`src/rtl/uart_tx_framer.sv`:
```
// uart_tx_framer: buffered, parametrised UART transmitter.
// Words enter a power-of-two FIFO over valid/ready and leave LSB-first as
// start / data / optional parity / 1-2 stop bits, back-to-back with no idle gap.
//
// Handshake: a word transfers on a rising edge where in_valid && in_ready.
// The producer holds in_valid and in_data stable until that edge. in_ready is
// a decode of the registered fifo_count only, never of in_valid.
module uart_tx_framer #(
    parameter int DATA_BITS    = 8,
    parameter int CLKS_PER_BIT = 16,
    parameter int FIFO_DEPTH   = 4,
    parameter int PARITY_EN    = 0,
    parameter int PARITY_ODD   = 0,
    parameter int STOP_BITS    = 1
) (
    input  logic                            clk,
    input  logic                            rst_n,
    input  logic                            in_valid,
    output logic                            in_ready,
    input  logic [DATA_BITS-1:0]            in_data,
    output logic                            tx,
    output logic                            tx_busy,
    output logic                            frame_done,
    output logic [$clog2(FIFO_DEPTH+1)-1:0] fifo_count,
    output logic [2:0]                      state_dbg
);

    localparam int PTR_W  = $clog2(FIFO_DEPTH);
    localparam int FCNT_W = $clog2(FIFO_DEPTH + 1);
    localparam int BCNT_W = (CLKS_PER_BIT > 1) ? $clog2(CLKS_PER_BIT) : 1;
    localparam int IDX_W  = $clog2(DATA_BITS);

    localparam logic [BCNT_W-1:0] LAST_CLK  = BCNT_W'(CLKS_PER_BIT - 1);
    localparam logic [IDX_W-1:0]  LAST_DATA = IDX_W'(DATA_BITS - 1);
    localparam logic [IDX_W-1:0]  LAST_STOP = IDX_W'(STOP_BITS - 1);
    localparam logic [FCNT_W-1:0] DEPTH_C   = FCNT_W'(FIFO_DEPTH);
    localparam logic              ODD_BIT   = (PARITY_ODD != 0);

    typedef enum logic [2:0] {
        S_IDLE   = 3'd0,
        S_START  = 3'd1,
        S_DATA   = 3'd2,
        S_PARITY = 3'd3,
        S_STOP   = 3'd4
    } state_t;

    // ------------------------------------------------------------------
    // Input FIFO
    // ------------------------------------------------------------------
    logic [DATA_BITS-1:0] mem [FIFO_DEPTH];
    logic [PTR_W-1:0]     wr_ptr;
    logic [PTR_W-1:0]     rd_ptr;
    logic                 push;
    logic                 pop;
    logic                 fifo_has;
    logic [DATA_BITS-1:0] head_word;
    logic                 head_par;

    assign in_ready  = (fifo_count < DEPTH_C);
    assign push      = in_valid && in_ready;
    assign fifo_has  = (fifo_count != '0);
    assign head_word = mem[rd_ptr];
    // Parity is settled when the word is popped, so the PARITY state just replays it.
    assign head_par  = (^head_word) ^ ODD_BIT;

    // Storage array: written on every accepted push, no reset needed.
    always_ff @(posedge clk) begin
        if (push) begin
            mem[wr_ptr] <= in_data;
        end
    end

    // Pointers wrap naturally because the depth is a power of two.
    always_ff @(posedge clk or negedge rst_n) begin
        if (!rst_n) begin
            wr_ptr     <= '0;
            rd_ptr     <= '0;
            fifo_count <= '0;
        end else begin
            if (push) begin
                wr_ptr <= wr_ptr + 1'b1;
            end
            if (pop) begin
                rd_ptr <= rd_ptr + 1'b1;
            end
            case ({push, pop})
                2'b10:   fifo_count <= fifo_count + 1'b1;
                2'b01:   fifo_count <= fifo_count - 1'b1;
                default: fifo_count <= fifo_count;
            endcase
        end
    end

    // ------------------------------------------------------------------
    // Serialiser FSM
    // ------------------------------------------------------------------
    state_t               state;
    logic [BCNT_W-1:0]    clk_cnt;
    logic [IDX_W-1:0]     bit_idx;
    logic [DATA_BITS-1:0] shift_reg;
    logic                 par_bit;

    state_t               nxt_state;
    logic [BCNT_W-1:0]    nxt_clk;
    logic [IDX_W-1:0]     nxt_idx;
    logic [DATA_BITS-1:0] nxt_shift;
    logic                 nxt_par;
    logic                 nxt_tx;

    assign state_dbg = state;

    // Next-state and next-line-value decode; popping happens on the same edge as entering START.
    always_comb begin
        nxt_state = state;
        nxt_clk   = clk_cnt;
        nxt_idx   = bit_idx;
        nxt_shift = shift_reg;
        nxt_par   = par_bit;
        nxt_tx    = tx;
        pop       = 1'b0;

        case (state)
            S_IDLE: begin
                nxt_tx = 1'b1;
                if (fifo_has) begin
                    pop       = 1'b1;
                    nxt_state = S_START;
                    nxt_clk   = '0;
                    nxt_idx   = '0;
                    nxt_shift = head_word;
                    nxt_par   = head_par;
                    nxt_tx    = 1'b0;
                end
            end

            default: begin
                if (clk_cnt != LAST_CLK) begin
                    nxt_clk = clk_cnt + 1'b1;
                end else begin
                    nxt_clk = '0;
                    case (state)
                        S_START: begin
                            nxt_state = S_DATA;
                            nxt_idx   = '0;
                            nxt_tx    = shift_reg[0];
                        end

                        S_DATA: begin
                            if (bit_idx == LAST_DATA) begin
                                nxt_idx = '0;
                                if (PARITY_EN != 0) begin
                                    nxt_state = S_PARITY;
                                    nxt_tx    = par_bit;
                                end else begin
                                    nxt_state = S_STOP;
                                    nxt_tx    = 1'b1;
                                end
                            end else begin
                                nxt_idx   = bit_idx + 1'b1;
                                nxt_shift = shift_reg >> 1;
                                nxt_tx    = shift_reg[1];
                            end
                        end

                        S_PARITY: begin
                            nxt_state = S_STOP;
                            nxt_idx   = '0;
                            nxt_tx    = 1'b1;
                        end

                        S_STOP: begin
                            if (bit_idx == LAST_STOP) begin
                                if (fifo_has) begin
                                    pop       = 1'b1;
                                    nxt_state = S_START;
                                    nxt_idx   = '0;
                                    nxt_shift = head_word;
                                    nxt_par   = head_par;
                                    nxt_tx    = 1'b0;
                                end else begin
                                    nxt_state = S_IDLE;
                                    nxt_tx    = 1'b1;
                                end
                            end else begin
                                nxt_idx = bit_idx + 1'b1;
                                nxt_tx  = 1'b1;
                            end
                        end

                        default: begin
                            nxt_state = S_IDLE;
                            nxt_tx    = 1'b1;
                        end
                    endcase
                end
            end
        endcase
    end

    // State register; tx, tx_busy and frame_done are registered from the next-state decode.
    always_ff @(posedge clk or negedge rst_n) begin
        if (!rst_n) begin
            state      <= S_IDLE;
            clk_cnt    <= '0;
            bit_idx    <= '0;
            shift_reg  <= '0;
            par_bit    <= 1'b0;
            tx         <= 1'b1;
            tx_busy    <= 1'b0;
            frame_done <= 1'b0;
        end else begin
            state      <= nxt_state;
            clk_cnt    <= nxt_clk;
            bit_idx    <= nxt_idx;
            shift_reg  <= nxt_shift;
            par_bit    <= nxt_par;
            tx         <= nxt_tx;
            tx_busy    <= (nxt_state != S_IDLE);
            frame_done <= (nxt_state == S_STOP) && (nxt_clk == LAST_CLK) &&
                          (nxt_idx == LAST_STOP);
        end
    end

endmodule

```
`config.mk`:
```
export PLATFORM = sky130hd
export DESIGN_NAME = uart_tx_framer
export DESIGN_NICKNAME = d
export VERILOG_FILES = /design/src/rtl/uart_tx_framer.sv
export SDC_FILE = /design/constraint.sdc
export NUM_CORES = 1
export LEC_CHECK = 0
export ABC_AREA = 1
export CAP_MARGIN = 20
export CORE_MARGIN = 1
export CORE_UTILIZATION = 40
export CTS_CLUSTER_SIZE = 12
export DETAILED_ROUTE_END_ITERATION = 8
export PLACE_DENSITY_LB_ADDON = 0.12
export SLEW_MARGIN = 20
export SYNTH_ARGS = -nofsm -noshare
export SYNTH_HDL_FRONTEND = slang
export SYNTH_SLANG_ARGS = --single-unit
export TNS_END_PERCENT = 30
```
`constraint.sdc`:
```
create_clock -name clk -period 2.8 [get_ports clk]
set_clock_uncertainty 0.15 [all_clocks]
set_input_delay 0.42 -clock clk [delete_from_list [all_inputs] [get_ports clk]]
set_output_delay 0.42 -clock clk [all_outputs]
set_load 0.02 [all_outputs]
```
==> run_results.csv <==
group,metric,value,unit
detailed_routing,post-route-drc-count,0,
floorplanning,fp.dieW,86.2,um
layout,n_fill_cell,648,
clock_network,htreeDepth,3,
detailed_routing,wl_met2,2660,um
worst_setup_path,cp.required,2870,ps
sta,period_minus_slack,2440,ps
floorplanning,core,0.00683,mm2
pwr,power_density,659,mW/mm2
detailed_routing,via_count,2007,
pwr,seqPwrFrac,48.5,%
pwr,comb_power_share,16.2,%
synthesis,ys.warnings.count,0,
floorplanning,start_util,41.5,%
global_route,grt-ovfl-total,0,
synthesis,ys_seq_elements,60,
synthesis,postSynth.asyncResetShare,46.7,%
floorplanning,row_count,30,
pwr,p_leak,0.00138,uW
place,dp_hpwl,4080,um
floorplanning,dieArea,0.00743,mm2
sta,hold_viol,0,
sta,grt_setup_unrepaired,"false",
floorplanning,io_pins,21,
global_route,grt_pass1_vias,1888,
worst_setup_path,ff2ff_path_depth,11,
global_route,antenna_found_initial,0,
layout,antenna_cells,0,
layout,fin_util,49.6,%
hold_path,hold_path_class,"input pin to async pin",
synthesis,synth_edf_count,32,
sta,tightest_slew,553,ps
pwr,peakVddDrop,306,uV
pwr,p_clk_share,35.3,%
sta,setup_tns,0,ps
sta,clock.fmax,409,MHz
synthesis,synthesis.nets,297,
global_route,grt_pass1_wl,9520,um
job,cap_violations,0,
clock_network,cts_post_setup_buffers_inserted,0,
synthesis,synth.distinct_cells,35,
place,port_buffers,20,
synthesis,syn_area_per_cell,10.3,um2
clock_network,clkLatencyLatePin,340,ps
global_route,grt_max_degree,29,
clock_network,path_clk_slew,70,ps
sta,max-slew-margin-rel,63.0,%
sta,setup_viol,0,
pwr,power.switching,639,uW
detailed_routing,top_layer,"met4",
detailed_routing,dr.first_iter.drc_count,96,
worst_setup_path,path_class,"flop to flop",
detailed_routing,totalWireLength,5740,um
detailed_routing,via_per_inst,4.88,
layout,drive_gt1_share,14.0,%
pwr,p_int,1590,uW
place,place.gp.congestion,0.849,
sta,drv_slew,0,
floorplanning,die_h,86.2,um
layout,largest_reg_flops,32,
sta,timing.hold.ws,310,ps
layout,multi_input_area,0.00102,mm2
pwr,switching_share,28.6,%
clock_network,hold_buffers,0,
clock_network,cts_buffers,9,
clock_network,root_buffer,"clkbuf_8",
synthesis,ys_seq_area_share,58.6,%
synthesis,synth_area,0.00284,mm2
worst_setup_path,start_kind,"flop",
detailed_routing,wl_met1,2800,um
layout,syn2layout_area_growth,19.5,%
worst_setup_path,cp-end-kind,"flop",
sta,finalCritPeriodShare,87.2,%
synthesis,synth_ff_type,"edfxtp_1",
clock_network,cts_max_path_buffers,2,
detailed_routing,drt-pass1-iter-count,4,
clock_network,cts_resized,0,
detailed_routing,wl_per_cell,14.0,um
worst_setup_path,critPathArrivalTime,2510,ps
synthesis,syn_inst,276,
detailed_routing,met3_length,206,um
clock_network,cts_sinks,60,
layout,seq_area,0.00166,mm2
worst_setup_path,critPathMaxFanout,10,
detailed_routing,ant_nets,0,
run_status,status,"complete, no violations",
layout,nets,331,
global_route,track_usage,17.3,%
clock_network,cts_tree,"done",
==> worst max-delay path, cell delays in order, from the launching register on <==
cell and delay [ps]:
dfrtp_1 500, nor2_8 240, nand2_2 110, nor2_1 100
nand3_1 90, nand2_1 150, ha_1 160, inv_1 60
fa_1 370, a21oi_1 140, o21ai_0 110, xor2_1 150
==> cell usage in the layout, fill, tap and decap left out, types with 2 or more instances in the layout <==
master	netlist	layout
ha_1	9	9
inv_2	2	2
dfrtp_1	27	27
nor2_2	2	2
nor2_1	32	32
nand3_1	16	16
a21oi_1	6	6
o21ai_0	27	27
nand2_2	5	5
o221ai_1	6	6
clkdlybuf4s50_1	0	20
o21ai_1	2	2
nand2_1	45	45
inv_4	2	2
nand4_1	2	2
edfxtp_1	32	32
nand2_4	3	3
nand3_2	2	2
clkbuf_8	0	9
a22oi_1	3	3
buf_4	0	6
xor2_1	4	4
clkinvlp_4	0	3
a2bb2oi_1	3	3
inv_1	31	31
==> through the flow <==
step / instance area, um2 / power (uW) / setup slack (ps) / std cells
2_1_floorplan: 2840 / 1300 / 448 / 276
3_3_place_gp: 3190 / 1470 / 409 / 395
3_5_place_dp: 3190 / 1470 / 352 / 395
4_1_cts: 3390 / 2260 / 354 / 411
5_1_grt: 3390 / 2350 / 166 / 411
6_report: 3390 / 2230 / 358 / 411
==> kinds of logic (layout without fill, tap and decap cells) <==
group,after synthesis,after routing,synth area share (%)
buf+inv,38,77,5.25
simple gates,110,110,18.2
xor+xnor,5,5,1.54
fa+ha+maj,10,10,4.68
flops,60,60,58.6
compound gates,53,53,11.7
==> per-layer routing <==
metal | track usage, % | vias up
li1 | - | 1010
met1 | 24.0 | 946
met2 | 26.2 | 41
met3 | 4.29 | 10
met4 | 6.82 | 0
met5 | 0 | -
==> final cells by class <==
| class | instances | area share [%] |
|---|---|---|
| clock buffers | 9 | 3.66 |
| well taps | 96 | 3.55 |
| flip-flops and latches | 60 | 49.1 |
| multi-input cells | 178 | 30.2 |
| clock inverters | 7 | 2.22 |
| repair buffers | 26 | 7.24 |
| inverters | 35 | 4.03 |
==> Yosys cell counts (all sizes together) (2+ instances only) <==
| library cell | number | share of area [%] |
|---|---|---|
| edfxtp | 32 | 34 |
| nor2 | 36 | 5.8 |
| o221ai | 6 | 1.9 |
| clkbuf | 2 | 0.26 |
| ha | 9 | 4.0 |
| nand3 | 18 | 3.5 |
| o21ai | 30 | 5.4 |
| a22oi | 3 | 0.79 |
| nand4 | 2 | 0.44 |
| a2bb2oi | 4 | 1.5 |
| xor2 | 4 | 1.2 |
| nand2 | 53 | 8.2 |
| a21oi | 6 | 1.1 |
| inv | 35 | 4.8 |
| dfrtp | 27 | 24 |
==> power by group through the flow <==
stage | combinational, uW | sequential, uW | clock (uW)
global route | 407 | 1090 | 848
floorplan | 182 | 1120 | 0
finish | 362 | 1080 | 788
CTS | 372 | 1080 | 806
global placement | 369 | 1100 | 0
detailed placement | 370 | 1100 | 0
==> final timing paths <==
kind | from | to | slack, ps
worst max register to register | state_dbg[0]$_DFF_PN0_ | fifo_count[2]$_DFFE_PN0P_ | 360
worst min register to register | tx$_DFFE_PN1N_ | tx$_DFFE_PN1N_ | 320
max in group asynchronous | rst_n | tx$_DFFE_PN1N_ | 1880
min in group clk | tx$_DFFE_PN1N_ | tx$_DFFE_PN1N_ | 320
worst min-delay path | rst_n | bit_idx[2]$_DFF_PN0_ | 310
worst max-delay path | state_dbg[0]$_DFF_PN0_ | fifo_count[2]$_DFFE_PN0P_ | 360
No activity file was read; power rests on OpenSTA's default activity.
